--- config.mk ---
export PLATFORM = sky130hd
export DESIGN_NAME = fc_neuron_array
export DESIGN_NICKNAME = d
export VERILOG_FILES = /design/src/rtl/fc_pkg.sv /design/src/rtl/fc_mac_lane.sv /design/src/rtl/fc_neuron_array.sv
export SDC_FILE = /design/constraint.sdc
export NUM_CORES = 2
export LEC_CHECK = 0
export CAP_MARGIN = 40
export CORE_MARGIN = 4
export CORE_UTILIZATION = 31
export DETAILED_ROUTE_END_ITERATION = 16
export PLACE_DENSITY = 0.45
export SYNTH_ARGS = -nofsm -noshare
export SYNTH_HDL_FRONTEND = slang
export SYNTH_SLANG_ARGS = --single-unit
--- constraint.sdc ---
create_clock -name clk_i -period 10.7 [get_ports clk_i]
set_clock_uncertainty 0.1 [all_clocks]
set_input_delay 2.14 -clock clk_i [delete_from_list [all_inputs] [get_ports clk_i]]
set_output_delay 2.14 -clock clk_i [all_outputs]
set_load 0.02 [all_outputs]
--- src/rtl/fc_pkg.sv ---
`default_nettype none
// ============================================================================
// Module   : fc_pkg
// Purpose  : Shared types and helpers for the fully-connected neuron array:
//            sequencing state enum, fixed-point width helpers and the
//            wide-to-word signed saturation function.
// Revision : 1.0 - initial release
// ============================================================================
package fc_pkg;

  // Sequencing states of the neuron array
  typedef enum logic [1:0] {
    ST_ACCUM     = 2'd0,
    ST_BIAS_ADDR = 2'd1,
    ST_BIAS_ADD  = 2'd2,
    ST_DONE      = 2'd3
  } fc_state_t;

  // Width of the intermediate value handed to saturate()
  localparam int SAT_WIDTH = 64;

  // Number of fractional bits of the fixed-point format
  function automatic int frac_bits(input int word_size, input int int_bits);
    return word_size - int_bits;
  endfunction

  // Accumulator width that cannot overflow for `height` full products
  function automatic int acc_width(input int word_size, input int height);
    return 2 * word_size + $clog2(height + 1);
  endfunction

  // Clamp a wide signed value into the signed range of a word_size word
  function automatic logic signed [SAT_WIDTH-1:0] saturate(
    input logic signed [SAT_WIDTH-1:0] value,
    input int                          word_size
  );
    logic signed [SAT_WIDTH-1:0] max_v;
    logic signed [SAT_WIDTH-1:0] min_v;
    logic signed [SAT_WIDTH-1:0] res;
    max_v = (64'sd1 <<< (word_size - 1)) - 64'sd1;
    min_v = -(64'sd1 <<< (word_size - 1));
    res   = value;
    if (value > max_v) begin
      res = max_v;
    end else if (value < min_v) begin
      res = min_v;
    end
    return res;
  endfunction

endpackage : fc_pkg
`default_nettype wire

--- src/rtl/fc_mac_lane.sv ---
`default_nettype none
// ============================================================================
// Module   : fc_mac_lane
// Purpose  : One neuron of the array: signed multiply-accumulate, bias
//            alignment, arithmetic right shift back to the word format and
//            saturation into a registered result word.
//            Optional macro FC_NEURON_RELU_EN clamps negative results to 0.
// Revision : 1.0 - initial release
// ============================================================================
module fc_mac_lane
  import fc_pkg::*;
#(
  parameter int WORD_SIZE             = 16,
  parameter int INT_BITS              = 8,
  parameter int PREVIOUS_LAYER_HEIGHT = 4
) (
  input  logic                        clk_i,
  input  logic                        reset_i,
  input  logic                        mac_en_i,
  input  logic                        clear_i,
  input  logic                        load_i,
  input  logic signed [WORD_SIZE-1:0] data_i,
  input  logic signed [WORD_SIZE-1:0] weight_i,
  output logic signed [WORD_SIZE-1:0] result_o
);

  localparam int FRAC  = frac_bits(WORD_SIZE, INT_BITS);
  localparam int ACC_W = acc_width(WORD_SIZE, PREVIOUS_LAYER_HEIGHT);
  // One guard bit so adding the aligned bias can never wrap
  localparam int SUM_W = ACC_W + 1;

  logic signed [ACC_W-1:0]       acc_q,    acc_d;
  logic signed [WORD_SIZE-1:0]   result_q, result_d;
  logic signed [2*WORD_SIZE-1:0] product;
  logic signed [SUM_W-1:0]       sum;
  logic signed [SUM_W-1:0]       shifted;
  logic signed [WORD_SIZE-1:0]   sat_val;

  // MAC update, bias alignment and saturation of the final result
  always_comb begin
    product = (2*WORD_SIZE)'(data_i) * (2*WORD_SIZE)'(weight_i);

    acc_d = acc_q;
    if (clear_i) begin
      acc_d = '0;
    end else if (mac_en_i) begin
      acc_d = acc_q + ACC_W'(product);
    end

    // During the bias cycle weight_i carries the bias word
    sum     = SUM_W'(acc_q) + (SUM_W'(weight_i) <<< FRAC);
    shifted = sum >>> FRAC;
    sat_val = WORD_SIZE'(saturate(SAT_WIDTH'(shifted), WORD_SIZE));
`ifdef FC_NEURON_RELU_EN
    if (sat_val[WORD_SIZE-1]) begin
      sat_val = '0;
    end
`endif

    result_d = load_i ? sat_val : result_q;
  end

  // Accumulator and result registers
  always_ff @(posedge clk_i or posedge reset_i) begin
    if (reset_i) begin
      acc_q    <= '0;
      result_q <= '0;
    end else begin
      acc_q    <= acc_d;
      result_q <= result_d;
    end
  end

  assign result_o = result_q;

endmodule : fc_mac_lane
`default_nettype wire

--- src/rtl/fc_neuron_array.sv ---
`default_nettype none
// ============================================================================
// Module   : fc_neuron_array
// Purpose  : NUM_NEURONS fixed-point neurons sharing one input stream of
//            PREVIOUS_LAYER_HEIGHT words. Owns the sequencing FSM, the
//            weight/bias memory address and both ready/valid handshakes.
//            Optional macro FC_NEURON_RELU_EN enables ReLU on every lane.
// Revision : 1.0 - initial release
// ============================================================================
module fc_neuron_array
  import fc_pkg::*;
#(
  parameter int WORD_SIZE             = 16,
  parameter int INT_BITS              = 8,
  parameter int PREVIOUS_LAYER_HEIGHT = 4,
  parameter int NUM_NEURONS           = 4
) (
  input  logic                                       clk_i,
  input  logic                                       reset_i,
  input  logic [WORD_SIZE-1:0]                       data_i,
  input  logic                                       valid_i,
  output logic                                       ready_o,
  output logic [$clog2(PREVIOUS_LAYER_HEIGHT+1)-1:0] mem_addr_o,
  input  logic [NUM_NEURONS*WORD_SIZE-1:0]           weights_i,
  output logic [NUM_NEURONS*WORD_SIZE-1:0]           data_o,
  output logic                                       valid_o,
  input  logic                                       ready_i
);

  localparam int CW = $clog2(PREVIOUS_LAYER_HEIGHT + 1);

  fc_state_t             state_q,   state_d;
  logic [CW-1:0]         count_q,   count_d;
  logic [WORD_SIZE-1:0]  data_q,    data_d;
  logic                  pending_q, pending_d;
  logic                  valid_q,   valid_d;
  logic                  accept;
  logic                  clear;
  logic                  load;

  // Next-state, counter and handshake decode
  always_comb begin
    state_d   = state_q;
    count_d   = count_q;
    data_d    = data_q;
    valid_d   = valid_q;
    clear     = 1'b0;
    accept    = valid_i && (state_q == ST_ACCUM);
    pending_d = accept;

    case (state_q)
      ST_ACCUM: begin
        if (accept) begin
          data_d  = data_i;
          count_d = count_q + CW'(1);
          if (count_q == CW'(PREVIOUS_LAYER_HEIGHT - 1)) begin
            state_d = ST_BIAS_ADDR;
          end
        end
      end
      // Last MAC happens here while the bias word is being fetched
      ST_BIAS_ADDR: begin
        state_d = ST_BIAS_ADD;
      end
      ST_BIAS_ADD: begin
        valid_d = 1'b1;
        state_d = ST_DONE;
      end
      ST_DONE: begin
        if (valid_q && ready_i) begin
          valid_d = 1'b0;
          count_d = '0;
          clear   = 1'b1;
          state_d = ST_ACCUM;
        end
      end
      default: state_d = ST_ACCUM;
    endcase
  end

  // Sequencer state registers
  always_ff @(posedge clk_i or posedge reset_i) begin
    if (reset_i) begin
      state_q   <= ST_ACCUM;
      count_q   <= '0;
      data_q    <= '0;
      pending_q <= 1'b0;
      valid_q   <= 1'b0;
    end else begin
      state_q   <= state_d;
      count_q   <= count_d;
      data_q    <= data_d;
      pending_q <= pending_d;
      valid_q   <= valid_d;
    end
  end

  assign load       = (state_q == ST_BIAS_ADD);
  assign ready_o    = (state_q == ST_ACCUM);
  assign mem_addr_o = (state_q == ST_ACCUM) ? count_q : CW'(PREVIOUS_LAYER_HEIGHT);
  assign valid_o    = valid_q;

  for (genvar j = 0; j < NUM_NEURONS; j++) begin : g_lane
    fc_mac_lane #(
      .WORD_SIZE             (WORD_SIZE),
      .INT_BITS              (INT_BITS),
      .PREVIOUS_LAYER_HEIGHT (PREVIOUS_LAYER_HEIGHT)
    ) u_lane (
      .clk_i    (clk_i),
      .reset_i  (reset_i),
      .mac_en_i (pending_q),
      .clear_i  (clear),
      .load_i   (load),
      .data_i   (data_q),
      .weight_i (weights_i[j*WORD_SIZE +: WORD_SIZE]),
      .result_o (data_o[j*WORD_SIZE +: WORD_SIZE])
    );
  end

endmodule : fc_neuron_array
`default_nettype wire

* After elaboration in Yosys (flattened, before gate mapping)
Index checks and enable logic that the tools add are counted.
** Storage, ports and cells
- Flip-flop bits (word level) :: 227
- Input port bits :: 84
- Output and inout port bits :: 69
- Logic and storage cells :: 79
** Cells by class
- $add $sub $neg :: 9
- Multiply operators :: 4
- Magnitude comparators :: 8
- Equality and inequality tests :: 7
- Muxes and demuxes :: 28
- Reductions and logical operators :: 10
** Operator list (count)
- 35-bit 2-to-1 mux :: 8
- 35-bit by 24-bit adder with 36-bit output :: 4
- 35-bit by 32-bit adder with 35-bit output :: 4
- 16-bit by 16-bit multiplier with 32-bit output :: 4
- 16-bit 2-to-1 mux :: 8
- 28-bit by 16-bit greater-than comparator with 1-bit output (second input constant) :: 4
- 28-bit by 16-bit < comparator with 1-bit output (second input constant) :: 4
- 3-bit 2-to-1 mux :: 3
- 2-bit case mux with 4 select lines :: 1
- 2-bit 2-to-1 mux :: 3
- 3-bit case mux with 2 select lines :: 1
- 3-bit AND reduction :: 2
- 2-bit nonzero test :: 3
- 2-bit equality test (second input constant) :: 2
- 2-bit by 1-bit != test with 1-bit output (second input constant) :: 2
- 2-bit AND reduction :: 2
- 3-bit by 1-bit adder with 3-bit output (second input constant) :: 1
- 3-bit by 2-bit equality test with 1-bit output (second input constant) :: 1
- 1-bit 2-to-1 mux :: 3
- 2-bit by 1-bit equality test with 1-bit output (second input constant) :: 1
- 1-bit logical AND :: 2
- 2-bit logical NOT :: 1
- 2-bit != test (second input constant) :: 1
- 1-bit case mux with 2 select lines :: 1

* Longest topological paths before layout
- Depth in word-level cells :: 4
- Gate-level depth with buffers :: 28
- Gate-level depth less buffers :: 25

* Hierarchy
Synthesis repeated with hierarchy kept, for this count alone.
** Unflattened totals
- Cell total of the unflattened synthesis :: 6694
- Area, all modules :: 61566.5 um^2
** By module, submodules not included
- fc_mac_lane (g_lane[1].u_lane) :: times used 1, cells each 1657, area an instance 15274.6 um^2, sequential area each 1276.2 um^2
- fc_mac_lane (g_lane[2].u_lane) :: times used 1, cells each 1657, area an instance 15164.5 um^2, sequential area each 1276.2 um^2
- fc_mac_lane (g_lane[0].u_lane) :: times used 1, cells each 1667, area an instance 15152.0 um^2, sequential area each 1276.2 um^2
- fc_mac_lane (g_lane[3].u_lane) :: times used 1, cells each 1639, area an instance 14985.6 um^2, sequential area each 1276.2 um^2
- fc_neuron_array :: times used 1, cells each 74, area an instance 989.7 um^2, sequential area each 575.6 um^2

* Worst setup path after synthesis
No wires, ideal clock.
- Kind :: input to register
- Start point :: input port weights_i[1]
- End point :: register g_lane[0].u_lane.acc_q[34]
- Setup time :: 133 ps
- Arrival :: 8058 ps
- Required time :: 10467 ps
- Setup slack :: 2409 ps
- Stages on the path :: 23
- Buffers on the path :: 1
- Cell sequence :: clkbuf_1 nand2_1 fa_1 fa_1 fa_1 inv_1 fa_1 fa_1 inv_1 fa_1 inv_1 ha_1 a2111oi_0 nand2_1 a21oi_1 or3b_2 a31oi_1 o21ai_0 o21ai_0 a221o_1 a21oi_1 xnor2_1 o21ai_0
** Between the ends
- Cells in the longest elaborated chain, start to end :: 4
** Ends and longest elaborated chain
- start, declared :: RTL line fc_neuron_array.sv:24 : input logic [NUM_NEURONS*WORD_SIZE-1:0] weights_i,
- 16-bit by 16-bit multiplier with 32-bit output :: RTL line fc_mac_lane.sv:41 : product = (2*WORD_SIZE)'(data_i) * (2*WORD_SIZE)'(weight_i);
- 35-bit by 32-bit adder with 35-bit output :: RTL line fc_mac_lane.sv:47 : acc_d = acc_q + ACC_W'(product);
- 35-bit 2-to-1 mux :: RTL line fc_mac_lane.sv:46 : end else if (mac_en_i) begin
- 35-bit 2-to-1 mux :: RTL line fc_mac_lane.sv:44 : if (clear_i) begin
- end signal, assigned :: RTL line fc_mac_lane.sv:66 : acc_q <= '0;
- end signal, assigned :: RTL line fc_mac_lane.sv:69 : acc_q <= acc_d;
- end, declared :: RTL line fc_mac_lane.sv:32 : logic signed [ACC_W-1:0] acc_q, acc_d;
Every way passes these cells. The select of a mux whose other input is x is not followed.
A chain may end at the register's enable or synchronous reset.

* Worst setup path in the final report
- Start point :: input port weights_i[4]
- End point :: register g_lane[0].u_lane.acc_q[34]
The elaborated chain is that of the path after synthesis.

==> summary.md <==
| Metric | Value |
|---|---|
| Outcome | `complete, no violations` |
| Post-synth EDFFs | `0` |
| CORE AREA | `0.191 mm²` |
| Die area | `0.199 mm²` |
| Post_cts resized | `0` |
| Post-route ant nets | `0` |
| GRT Overall Usage | `~17%` |
| Num rows | `160` |
| Peak Freq | `between 0.1 and 0.15 GHz` |
| Io pins | `153` |
| CP dominant cell by count | `fa_1` |
| Endpoint class of the critical path | `flop` |
| Cells after Synth | `6481` |
| DRC viols | `0` |
| Final setup TNS | `0 ns` |
| CTS buffer count | `39` |
| CTS tree | `built` |
| Nets | `8402` |
| Clk slew on worst S/H paths | `~0.050 ns` |
| Area growth from synthesis to layout | `10.6%` |
| Die Wd | `446 µm` |
| Number of distinct library cells after synthesis | `87` |
| RSZ-0062 raised after global routing | `false` |
| Rel. slew slack | `36.7%` |
| Critical Path AT | `9.77 ns` |
| Sink Count | `~230` |
| Area leader, netlist | `fa_1` |
| Fin. Hold Viols | `0` |
| Max clock buf depth | `3` |
| Global-route wire length before repair | `272 mm` |
| Multi-input logic area | `0.0474 mm²` |
| Fill cell count | `19.7k` |
| Synth Area per Inst | `9.19 µm²` |
| CP Data Required Time | `11.08 ns` |
| Worst hold slack | `0.384 ns` |
| Syn Nets | `8338` |
| Sequential standard cell area | `0.00570 mm²` |
| Initial antenna violation count | `9` |
| Max Slew Vio Count | `0` |
| Tcrit/Tclk final | `between 80% and 90%` |
| Iteration-0 DRC Markers | `1672` |
| Routed vias/inst | `between 4 and 5` |
| Yosys reg bits | `227` |
| Hold Crit Class | `reg -> reg` |
| Crit Path Class | `in -> reg` |
| Vias in the first global route | `47.2k` |
| Hold Buf Count CTS | `0` |
| Port Buffers | `152` |
| Initial core utilization | `31.3%` |
| HPWL after DPL | `approximately 130 mm` |
| Routed via count | `42.7k` |
| Htree depth | `2` |
| Min Clock Period, post-route | `9.39 ns` |
| Critical-path maximum fanout | `17` |
| 1st-pass router iterations | `7` |
| Synthesized cell area | `0.0596 mm²` |
| Yosys warnings | `0` |
| Post-synth ARST share | `100%` |
| WL final | `about 170 mm` |
| Post-CTS setup buffer count | `0` |
| Drt wl/cell | `18.3 µm` |
| Die height | `approximately 450 µm` |
| Area contributors post-synth | `fa_1 (42%), ha_1 (11%), dfrtp_1 (9.5%)` |
| CP startpoint kind | `input port` |
| Synth top area share | `41.8%` |
| Share of post-route cells with drive strength above 1 | `4.05%` |
| Synth top cells by count | `inv_1 (1484), fa_1 (1244), nand2_1 (709), ha_1 (529), and2_1 (504)` |
| Max cap viols | `0` |
| Post-synthesis sequential area ratio | `about a tenth` |
| Slowest cell on the critical path | `clkdlybuf4s50_1` |
| Most common cell in the synthesized netlist | `inv_1` |
| Worst path max stage delay | `0.77 ns` |
| Clock latency on the worst-skew pair | `roughly 0.66 ns` |
| Main synth FF type | `dfrtp_1` |
| Slew @ Worst Pin | `0.950 ns` |
| CTS Root Cell | `clkbuf_16` |
| Largest net degree at the start of global routing | `122` |
| Cell Chain, Critical Path | `clkdlybuf4s50_1, and2_1, fa_1, inv_1, fa_1, fa_1, inv_1, fa_1, fa_1, inv_1, fa_1, inv_1, ha_1, a2111oi_0, nand2_1, a21oi_1, or3b_2, a31oi_1, o21ai_0, o21ai_0, a221o_1, a21oi_1, xnor2_1, o21ai_0` |
| Setup-failing EPs final | `0` |
| Congestion Overflow GR | `0` |
| RD Place Congestion | `0.834` |
==> critical path: cells and delay by family <==
family	cells	cell delay [ns]
adder cells (fa/ha/maj)	7	3.32
AO/OA/AOI/OAI	8	2.51
buffers and inverters	5	0.97
AND/OR/NAND/NOR	3	0.70
XOR/XNOR	1	0.13
==> registers in the layout (all words and copies together), names as in the netlist <==
register                count
g_lane.u_lane.result_o     64
state_q                     2
data_q                     16
count_q                     3
pending_q                   1
valid_o                     1
g_lane.u_lane.acc_q       140
==> logic make-up (layout without fill, tap and decap cells) <==
family,count (synthesis),count (layout),synth area share [%]
xor gates and xnor gates,226,226,3.32
DFF,227,227,9.53
adders and majority gates,1773,1773,52.9
AOI/OAI and AO/OA,851,851,9.33
and+or+nand+nor,1652,1652,13.5
other,0,4,0
muxes,22,22,0.403
buffers and inverters,1730,1825,11.0
==> per-layer routing <==
layer,vias up,wire length (µm),GRT usage (%)
li1,20000,-,-
met1,22100,75400,23.4
met2,573,82400,30.0
met3,128,5140,1.86
met4,0,3200,3.49
met5,-,0,0
==> stage by stage <==
step                      setup slack (ns)  instances  instance area [µm²]  util, %
final                                 1.31       9091                65900     34.6
after global routing                 0.890       9091                65900     34.6
after CTS                             1.38       9085                65900     34.6
after detailed placement             0.706       9013                64400     33.8
after global placement               0.752       8987                64100     33.6
after floorplan                       2.24       6481                59600        -
==> final cells by class <==
type	instances	area share, %
diodes	4	0.0152
flip-flops and latches	227	8.65
multi-input cells	4524	71.9
clock buffers	52	1.71
repair buffers	269	3.99
inverters	1484	8.46
well taps	2511	4.77
clock inverters	20	0.463
==> cell usage in the layout (no fill, tap or decap), drive strengths merged, types with 33 or more instances in the layout <==
master | synthesis | layout
a21o | 109 | 109
a21oi | 223 | 223
and2 | 505 | 505
buf | 18 | 117
clkbuf | 228 | 52
clkdlybuf4s50 | 0 | 152
dfrtp | 227 | 227
fa | 1244 | 1244
ha | 529 | 529
inv | 1484 | 1485
nand2 | 709 | 709
nand2b | 37 | 37
nand3 | 33 | 33
nor2 | 196 | 196
nor3 | 38 | 38
o21a | 33 | 33
o21ai | 221 | 221
o21bai | 33 | 33
xnor2 | 137 | 137
xor2 | 89 | 89
==> final timing paths <==
kind | start | end | slack (ns) | depth (start not counted)
worst max-delay path | weights_i[4] | g_lane[0].u_lane.acc_q[34]$_DFFE_PP0P_ | 1.31 | 24
worst min-delay path | g_lane[1].u_lane.result_o[15]$_DFFE_PP0P_ | g_lane[1].u_lane.result_o[15]$_DFFE_PP0P_ | 0.38 | 1
worst max register to register | data_q[10]$_DFFE_PP0P_ | g_lane[0].u_lane.acc_q[34]$_DFFE_PP0P_ | 2.67 | 23
worst min register to register | g_lane[1].u_lane.result_o[15]$_DFFE_PP0P_ | g_lane[1].u_lane.result_o[15]$_DFFE_PP0P_ | 0.38 | 1
max in group asynchronous | reset_i | data_q[12]$_DFFE_PP0P_ | 7.36 | 3
min in group asynchronous | reset_i | g_lane[1].u_lane.result_o[15]$_DFFE_PP0P_ | 1.83 | 2
Power is not shown: default switching activity piles up to over one toggle a cycle in this logic, so the estimate is an artifact.
